## src/rtl/csa_accumulator.sv

```systemverilog
// rtl/csa_accumulator.sv - carry-save multi-operand accumulator with grouped result handshake
// Sums NOPS operands per beat into redundant S/C state; one carry-propagate add per group.
module csa_accumulator #(
   parameter int WIDTH     = 4,
   parameter int NOPS      = 4,
   parameter int ACC_WIDTH = 8
) (
   input  logic                  clk,
   input  logic                  rst,
   input  logic                  clr,
   input  logic                  in_valid,
   output logic                  in_ready,
   input  logic [NOPS*WIDTH-1:0] in_data,
   input  logic                  in_last,
   output logic                  out_valid,
   input  logic                  out_ready,
   output logic [ACC_WIDTH-1:0]  out_sum,
   output logic [15:0]           out_beats
);

   typedef enum logic [1:0] {ACCUM, RESOLVE, HOLD} state_t;

   state_t               state;
   state_t               state_nxt;
   logic [ACC_WIDTH-1:0] s_reg;
   logic [ACC_WIDTH-1:0] c_reg;
   logic [ACC_WIDTH-1:0] s_nxt;
   logic [ACC_WIDTH-1:0] c_nxt;
   logic [ACC_WIDTH-1:0] op;
   logic [ACC_WIDTH-1:0] maj;
   logic [15:0]          beat_cnt;
   logic                 accept;

   always_ff @(posedge clk) begin
      if (rst) begin
         state <= ACCUM;
      end else begin
         state <= state_nxt;
      end
   end

   always_comb begin
      state_nxt = state;
      in_ready  = 1'b0;
      out_valid = 1'b0;
      case (state)
         ACCUM: begin
            in_ready = !clr;
            if (in_valid && !clr && in_last) begin
               state_nxt = RESOLVE;
            end
         end
         RESOLVE: state_nxt = HOLD;
         HOLD: begin
            out_valid = 1'b1;
            if (out_ready) begin
               state_nxt = ACCUM;
            end
         end
         default: state_nxt = ACCUM;
      endcase
   end

   assign accept = in_valid && in_ready;

   // Chain of 3:2 compressors: each operand folds into (S, C) with no carry ripple.
   always_comb begin
      s_nxt = s_reg;
      c_nxt = c_reg;
      op    = '0;
      maj   = '0;
      for (int i = 0; i < NOPS; i++) begin
         op    = ACC_WIDTH'(in_data[i*WIDTH +: WIDTH]);
         maj   = (s_nxt & c_nxt) | (s_nxt & op) | (c_nxt & op);
         s_nxt = s_nxt ^ c_nxt ^ op;
         c_nxt = maj << 1;
      end
   end

   always_ff @(posedge clk) begin
      if (rst) begin
         s_reg     <= '0;
         c_reg     <= '0;
         beat_cnt  <= '0;
         out_sum   <= '0;
         out_beats <= '0;
      end else begin
         case (state)
            ACCUM: begin
               if (clr) begin
                  s_reg    <= '0;
                  c_reg    <= '0;
                  beat_cnt <= '0;
               end else if (accept) begin
                  s_reg <= s_nxt;
                  c_reg <= c_nxt;
                  if (beat_cnt != 16'hFFFF) begin
                     beat_cnt <= beat_cnt + 16'd1;
                  end
               end
            end
            RESOLVE: begin
               out_sum   <= s_reg + c_reg;
               out_beats <= beat_cnt;
            end
            HOLD: begin
               if (out_ready) begin
                  s_reg    <= '0;
                  c_reg    <= '0;
                  beat_cnt <= '0;
               end
            end
            default: ;
         endcase
      end
   end

endmodule

```

## config.mk

```make
export PLATFORM = sky130hd
export DESIGN_NAME = csa_accumulator
export DESIGN_NICKNAME = d
export VERILOG_FILES = /design/src/rtl/csa_accumulator.sv
export SDC_FILE = /design/constraint.sdc
export NUM_CORES = 1
export LEC_CHECK = 0
export CORE_UTILIZATION = 54
export DETAILED_ROUTE_END_ITERATION = 10
export PLACE_DENSITY = 0.8
export SETUP_SLACK_MARGIN = 0.1
export SLEW_MARGIN = 20
export SYNTH_ARGS = -nofsm -noshare
export SYNTH_HDL_FRONTEND = slang
export SYNTH_SLANG_ARGS = --single-unit
```

## constraint.sdc

```tcl
create_clock -name clk -period 3.7 [get_ports clk]
set_clock_uncertainty 0.05 [all_clocks]
set_input_delay 0.74 -clock clk [delete_from_list [all_inputs] [get_ports clk]]
set_output_delay 0.74 -clock clk [all_outputs]
set_load 0.02 [all_outputs]
```

==> results by group, run 1 <==
Logic synthesis
  • Synthesized instance count: 351
  • Top flip-flop cell by instance count after synthesis: sky130_fd_sc_hd__dfxtp_1
  • Syn Nets: 408
  • Number of register bits inferred by synthesis: 57
  • Average footprint of a synthesized cell: 8.70 um2
  • Number of enable flip-flop cells after synthesis: 0
  • Yosys synthesis warning count: 0
  • Synthesized area: 3060 um2
  • Share of async-settable or async-resettable flops after synthesis: 0%
  • Portion of the post-synthesis area used by sequential elements: 37.3%
  • Count of distinct cell types in the synthesized netlist: 45

Global route
  • Maximum number of pins on one net before global-route repair: 54
  • Initial antenna violation count: 0
  • Via count of the first global-routing pass: 2539
  • Wire length of the first global-routing pass: 11700 um
  • Total congestion overflow after global routing: 0
  • GRT Overall Usage: 25.1%

Clock network
  • Clock transition at the registers of the reported paths: 70 ps
  • CTS Root Cell: sky130_fd_sc_hd__clkbuf_8
  • H-tree levels: 3
  • Cts-stage hold buffer count: 0
  • Clock tree from TritonCTS: done
  • Number of gates given a new drive strength after cts: 0
  • TritonCTS Sinks: 57
  • Clock insertion delay at the later pin of the skew report: 340 ps
  • Max Root-Sink Buffers: 2
  • Post-CTS setup repair buffer count: 0
  • Number of buffers created by CTS: 9

Final layout
  • Area added between synthesis and finish: 24.0%
  • Total inserted antenna cells: 0
  • Largest registers: beat_cnt x16, out_beats x16
  • Layout cell share with drive strength beyond 1: 8.02%
  • NumNets Final: 451
  • Commonest cells after routing, fill and taps aside: sky130_fd_sc_hd__nand2_1, sky130_fd_sc_hd__dfxtp_1, sky130_fd_sc_hd__a21oi_1
  • Most frequent standard cell in the layout excluding fill and tap cells: sky130_fd_sc_hd__nand2_1

Place
  • HPWL Detailed: 4660 um
  • Gpl congestion: 0.831
  • Post-placement worst setup slack: 26.6 ps
  • Count of buffers inserted at the top-level ports: 47

Timing
  • Total count of hold-check failures in the final report: 0
  • Least-Margin Pin Slew: 945 ps
  • Setup violations, final: 0
  • Fin worst setup slack: 385 ps
  • Setup repair after global routing missed its margin: no
  • Sum of negative setup slack: 0 ps
  • Worst slew margin relative to its limit: 37.0%
  • Final number of max-transition violations: 0
  • Ratio of final minimum period to clock period: 89.6%
  • Maximum clock frequency: 302 MHz
  • Minimum clock period after layout: 3310 ps

Flow run
  • Max Cap Violations: 0

Floorplanning
  • Width of the chip: 77.2 um
  • Row Count: 27
  • Core area: 5470 um2
  • Die height: 77.2 um
  • Die ar.: 5960 um2
  • Starting density of the core: 55.8%
  • Ports: 48

Drt
  • Routed length on met2: 3220 um
  • Post-detailed-route via-to-cell ratio: 5.62
  • Detail Route met3 WL: 256 um
  • Vias: 2648
  • DRT antenna net count: 0
  • DRT Pass-1 Iters: 4
  • Final WL: 6830 um
  • Post-detailed-route DRC marker count: 0
  • Starting DRT DRC Count: 156
  • Top metal layer carrying routed signals: met4
  • DRT met1 WL: 3210 um
  • Wire per inst: 14.5 um

Power
  • Static Leakage: 1.39 nW
  • Maximum vdd drop: 0.000270 V
  • Total power density per cell area: 445 nW/um2

Outcome
  • Outcome: finished clean

Setup path
  • Startpoint types: primary input
  • Peak fanout along the critical path: 1
  • Arrival time at the worst endpoint: 3540 ps
  • Kind of capture point of the worst setup path: flip-flop
  • Data required time at the worst endpoint: 3920 ps
  • Worst Setup Path Type: primary input to flip-flop

Worst hold path
  • Worst hold-check path type: flip-flop to flip-flop
[area by class of cell]
type	count	area [um2]
clock inverter	5	77.6
tap	72	90.1
clock buffer	11	151
multi-input combinational	265	1790
fill	455	1680
inverter	9	33.8
timing repair buffer	52	503
sequential	57	1140
[final timing paths]
path	start	to	cells past startpoint	slack (ps)
worst max-delay path	in_data[1]	s_reg[1]	9	390
worst min-delay path	out_beats[7]	out_beats[7]	2	400
worst max register to register	s_reg[1]	s_reg[1]	8	850
worst min register to register	out_beats[7]	out_beats[7]	2	400
[routing by layer]
metal | up-vias | GRT usage, %
met5 | - | 0
met4 | 0 | 12.3
met3 | 16 | 3.93
met2 | 72 | 39.9
met1 | 1259 | 33.1
li1 | 1301 | -
[cell families after synthesis]
group / count (synthesis) / synth area share [%]
xor gates and xnor gates: 11 / 3.15
and+or+nand+nor: 143 / 22.3
DFF: 57 / 37.3
adders and majority gates: 35 / 18.0
buffers and inverters: 29 / 4.01
AOI/OAI and AO/OA: 76 / 15.2
[stage by stage]
stage          utilization [%]  instance area, um2  hold WS, ps  std cells  power, mW
5_1_grt                   69.2                3790          422        471       1.79
3_3_place_gp              65.0                3560          391        455       1.01
3_5_place_dp              65.0                3560          395        455       1.03
4_1_cts                   69.2                3790          404        471       1.69
6_report                  69.2                3790          402        471       1.68
2_1_floorplan                -                3060          386        351      0.935
[Yosys cell counts (2+ instances only)]
cell / instances / share of area, %
sky130_fd_sc_hd__nand2_1: 71 / 8.7
sky130_fd_sc_hd__dfxtp_1: 57 / 37
sky130_fd_sc_hd__a21oi_1: 49 / 8.0
sky130_fd_sc_hd__ha_1: 20 / 8.2
sky130_fd_sc_hd__nand3_1: 19 / 3.1
sky130_fd_sc_hd__fa_1: 15 / 9.8
sky130_fd_sc_hd__clkbuf_1: 13 / 1.6
sky130_fd_sc_hd__nor2_1: 13 / 1.6
sky130_fd_sc_hd__inv_1: 9 / 1.1
sky130_fd_sc_hd__nor3_1: 9 / 1.5
sky130_fd_sc_hd__xnor2_1: 9 / 2.6
sky130_fd_sc_hd__or3_1: 7 / 1.4
sky130_fd_sc_hd__o21ai_0: 5 / 0.82
sky130_fd_sc_hd__or4_1: 5 / 1.2
sky130_fd_sc_hd__buf_1: 3 / 0.37
sky130_fd_sc_hd__nand4_1: 3 / 0.61
sky130_fd_sc_hd__nor4_1: 3 / 0.61
sky130_fd_sc_hd__o21ai_1: 3 / 0.49
sky130_fd_sc_hd__o31ai_1: 3 / 0.74
sky130_fd_sc_hd__a21o_1: 2 / 0.49
sky130_fd_sc_hd__a31oi_1: 2 / 0.41
sky130_fd_sc_hd__buf_2: 2 / 0.33
sky130_fd_sc_hd__nand2b_1: 2 / 0.41
sky130_fd_sc_hd__nor2b_1: 2 / 0.41
sky130_fd_sc_hd__o32ai_2: 2 / 1.1
sky130_fd_sc_hd__or2_2: 2 / 0.41
sky130_fd_sc_hd__or3_4: 2 / 0.74
sky130_fd_sc_hd__xor2_1: 2 / 0.57
[critical path: stages]
cell and delay [ps]:
sky130_fd_sc_hd__clkdlybuf4s50_1 430, sky130_fd_sc_hd__fa_1 580, sky130_fd_sc_hd__fa_1 450, sky130_fd_sc_hd__fa_1 510, sky130_fd_sc_hd__inv_1 50, sky130_fd_sc_hd__fa_1 440, sky130_fd_sc_hd__nor3_1 190, sky130_fd_sc_hd__a21oi_1 60
sky130_fd_sc_hd__nor2_1 90
[power breakdown]
part           total, mW  internal, mW  switching, mW
Clock              0.666         0.413          0.253
Sequential         0.669         0.640         0.0294
Combinational      0.348         0.165          0.184
Total               1.68          1.22          0.466
Power figures use the tool's default switching activity.
==> inputs of run 2 (changes only) <==
--- a/config.mk
+++ b/config.mk
@@ -7,6 +7,7 @@
 export LEC_CHECK = 0
 export CORE_UTILIZATION = 54
 export DETAILED_ROUTE_END_ITERATION = 10
+export GPL_TIMING_DRIVEN = 0
 export PLACE_DENSITY = 0.8
 export SETUP_SLACK_MARGIN = 0.1
 export SLEW_MARGIN = 20
==> run 2 against run 1 <==
Cell area rose by 0.33%. Routed wire length rose by 4.5%. Die area did not move. Clock power decreased by 11%. Worst setup slack worse by 110 ps. Maximum frequency fell by 3.3%. Non-clock buffer count rose by 14. First-iteration DRC count rose by 22%. Global-route usage up 1.3 points. Via count is 1.9% higher.
==> results by group, run 2 (synthesized netlist as in run 1, its figures left out) <==
Clock network
  • CTS Root Cell: sky130_fd_sc_hd__clkbuf_8
  • Clock transition at the registers of the reported paths: 60 ps (about the same)
  • Number of buffers created by CTS: 9 (unchanged)
  • TritonCTS Sinks: 57 (unchanged)
  • Number of gates given a new drive strength after cts: 0 (unchanged)
  • Cts-stage hold buffer count: 0 (unchanged)
  • H-tree levels: 3 (unchanged)
  • Post-CTS setup repair buffer count: 0 (unchanged)
  • Max Root-Sink Buffers: 2 (unchanged)
  • Clock insertion delay at the later pin of the skew report: 340 ps (about the same)
  • Clock tree from TritonCTS: done

Floorplanning
  • Ports: 48 (unchanged)
  • Die ar.: 5960 um2 (unchanged)
  • Core area: 5470 um2 (unchanged)
  • Row Count: 27 (unchanged)
  • Die height: 77.2 um (unchanged)
  • Starting density of the core: 55.8% (unchanged)
  • Width of the chip: 77.2 um (unchanged)

Timing
  • Maximum clock frequency: 292 MHz (-3.3%)
  • Sum of negative setup slack: 0 ps (unchanged)
  • Final number of max-transition violations: 0 (unchanged)
  • Ratio of final minimum period to clock period: 92.6% (+3.0 points)
  • Total count of hold-check failures in the final report: 0 (unchanged)
  • Setup repair after global routing missed its margin: no
  • Least-Margin Pin Slew: 563 ps (-382 ps)
  • Fin worst setup slack: 272 ps (-113 ps)
  • Worst slew margin relative to its limit: 62.4% (+25 points)
  • WHS: 406 ps (+4.35 ps)
  • Setup violations, final: 0 (unchanged)
  • Minimum clock period after layout: 3430 ps (+113 ps)

Global route
  • Wire length of the first global-routing pass: 12200 um (+4.4%)
  • Total congestion overflow after global routing: 0 (unchanged)
  • Initial antenna violation count: 0 (unchanged)
  • Maximum number of pins on one net before global-route repair: 11 (-80%)
  • Via count of the first global-routing pass: 2642 (+4.1%)
  • GRT Overall Usage: 26.4% (+1.3 points)

Worst hold path
  • Worst hold-check path type: flip-flop to flip-flop
  • Count of cells along the worst hold path: 2 (unchanged)
  • Endpoint of the worst hold-timing path: out_beats[6]
  • Origin of the worst min-delay path: out_beats[6]

Setup path
  • Data required time at the worst endpoint: 3860 ps (-60 ps)
  • Worst path slowest cell: sky130_fd_sc_hd__fa_1
  • Kind of capture point of the worst setup path: flip-flop
  • Critical-path cell list: clkdlybuf4s50_1 > fa_1 > fa_1 > fa_1 > inv_1 > fa_1 > nor3_1 > a21oi_1 > nor2_1
  • Register-to-register path setup slack: 820 ps (-30 ps)
  • Worst Setup Path Type: primary input to flip-flop
  • Worst reg2reg path endpoint: s_reg[1]
  • Largest stage delay on the critical path: 590 ps (about the same)
  • Peak fanout along the critical path: 1 (unchanged)
  • R2R cell count: 8 (unchanged)
  • Cell repeated most along the worst path: sky130_fd_sc_hd__fa_1
  • Family of cells with the greatest summed delay on the critical path: adder cells
  • WP buf/inv: 2 (unchanged)
  • Startpoint types: primary input
  • Arrival time at the worst endpoint: 3590 ps (+50 ps)
  • Worst flop-to-flop path startpoint: s_reg[1]

Power
  • Total power density per cell area: 428 nW/um2 (-3.7%)
  • Maximum vdd drop: 0.000330 V (+22%)
  • Static Leakage: 1.38 nW (-0.36%)

Final layout
  • Largest registers: beat_cnt x16, out_beats x16
  • Layout cell share with drive strength beyond 1: 6.80% (-1.2 points)
  • Total inserted antenna cells: 0 (unchanged)
  • Final design utilization: 69.5% (+0.23 points)
  • Most frequent standard cell in the layout excluding fill and tap cells: sky130_fd_sc_hd__nand2_1
  • Area added between synthesis and finish: 24.4%
  • NumNets Final: 465 (+3.1%)
  • Post-Layout Inst Area: 3800 um2 (+0.33%)
  • Commonest cells after routing, fill and taps aside: sky130_fd_sc_hd__nand2_1, sky130_fd_sc_hd__dfxtp_1, sky130_fd_sc_hd__a21oi_1
  • Count of filler cells inserted in the layout: 460 (+1.1%)

Drt
  • DRT Pass-1 Iters: 5 (+1)
  • Post-detailed-route DRC marker count: 0 (unchanged)
  • Starting DRT DRC Count: 190 (+22%)
  • Wire per inst: 14.7 um (+1.7%)
  • Post-detailed-route via-to-cell ratio: 5.57 (-0.85%)
  • DRT antenna net count: 0 (unchanged)
  • Final WL: 7140 um (+4.5%)
  • Vias: 2698 (+1.9%)

Outcome
  • Outcome: finished clean

Flow run
  • Max Cap Violations: 0 (unchanged)

Place
  • HPWL Detailed: 5250 um (+13%)
  • Gpl congestion: 0.863 (+3.9%)
  • Count of buffers inserted at the top-level ports: 46 (-2.1%)
  • Standard cell area after detailed placement: 3610 um2 (+1.3%)
  • Post-placement worst setup slack: -91.2 ps (-118 ps)
-- run 2: cell type report --
| class | instances | area, um2 | share of cell area, % |
|---|---|---|---|
| Inverter | 9 | 33.8 | 0.889 |
| Sequential cell | 57 | 1140 | 30.0 |
| Clock buffer | 12 | 155 | 4.08 |
| Timing Repair Buffer | 46 | 460 | 12.1 |
| Tap cell | 72 | 90.1 | 2.37 |
| Multi-Input combinational cell | 265 | 1790 | 47.1 |
| Clock inverter | 3 | 40.0 | 1.05 |
| Buffer | 20 | 88.8 | 2.34 |
-- run 2: per-layer routing --
metal	track usage, %	part of all wire, %	routed length (um)	vias to the layer above
met5	0	0	0	-
met2	41.9	46	3270	80
li1	-	-	-	1331
met3	4.88	5.4	382	12
met1	33.5	47	3320	1275
met4	15.5	2.2	157	0
-- run 2: worst max-delay path by stage --
stage	from	end	slack (ps)	cells past startpoint
6_report	in_data[1]	s_reg[1]	270	9
5_1_grt	in_data[1]	s_reg[1]	170	9
4_1_cts	in_data[1]	s_reg[1]	260	9
3_5_place_dp	in_data[1]	s_reg[1]	-90	9
3_3_place_gp	in_data[1]	s_reg[1]	20	9
2_1_floorplan	in_data[1]	s_reg[1]	560	8
-- run 2: metrics by stage --
stage	total power, mW	instances
floorplan	0.935	351
global placement	1.03	469
detailed placement	1.05	469
CTS	1.63	484
global route	1.72	484
finish	1.63	484
-- run 2: where the power goes --
| group | switching [mW] | leakage, nW | internal, mW |
|---|---|---|---|
| Sequential | 0.0265 | 0.461 | 0.640 |
| Clock | 0.250 | 0.102 | 0.342 |
| Combinational | 0.197 | 0.818 | 0.172 |
-- run 2: worst register-to-register path: cells and delay by family (launching register included) --
kind                       cells  cell delay [ps]
AOI/OAI and AO/OA              1              140
adders and majority gates      4             2000
buffers and inverters          1               60
DFF                            1              380
and+or+nand+nor                2              120
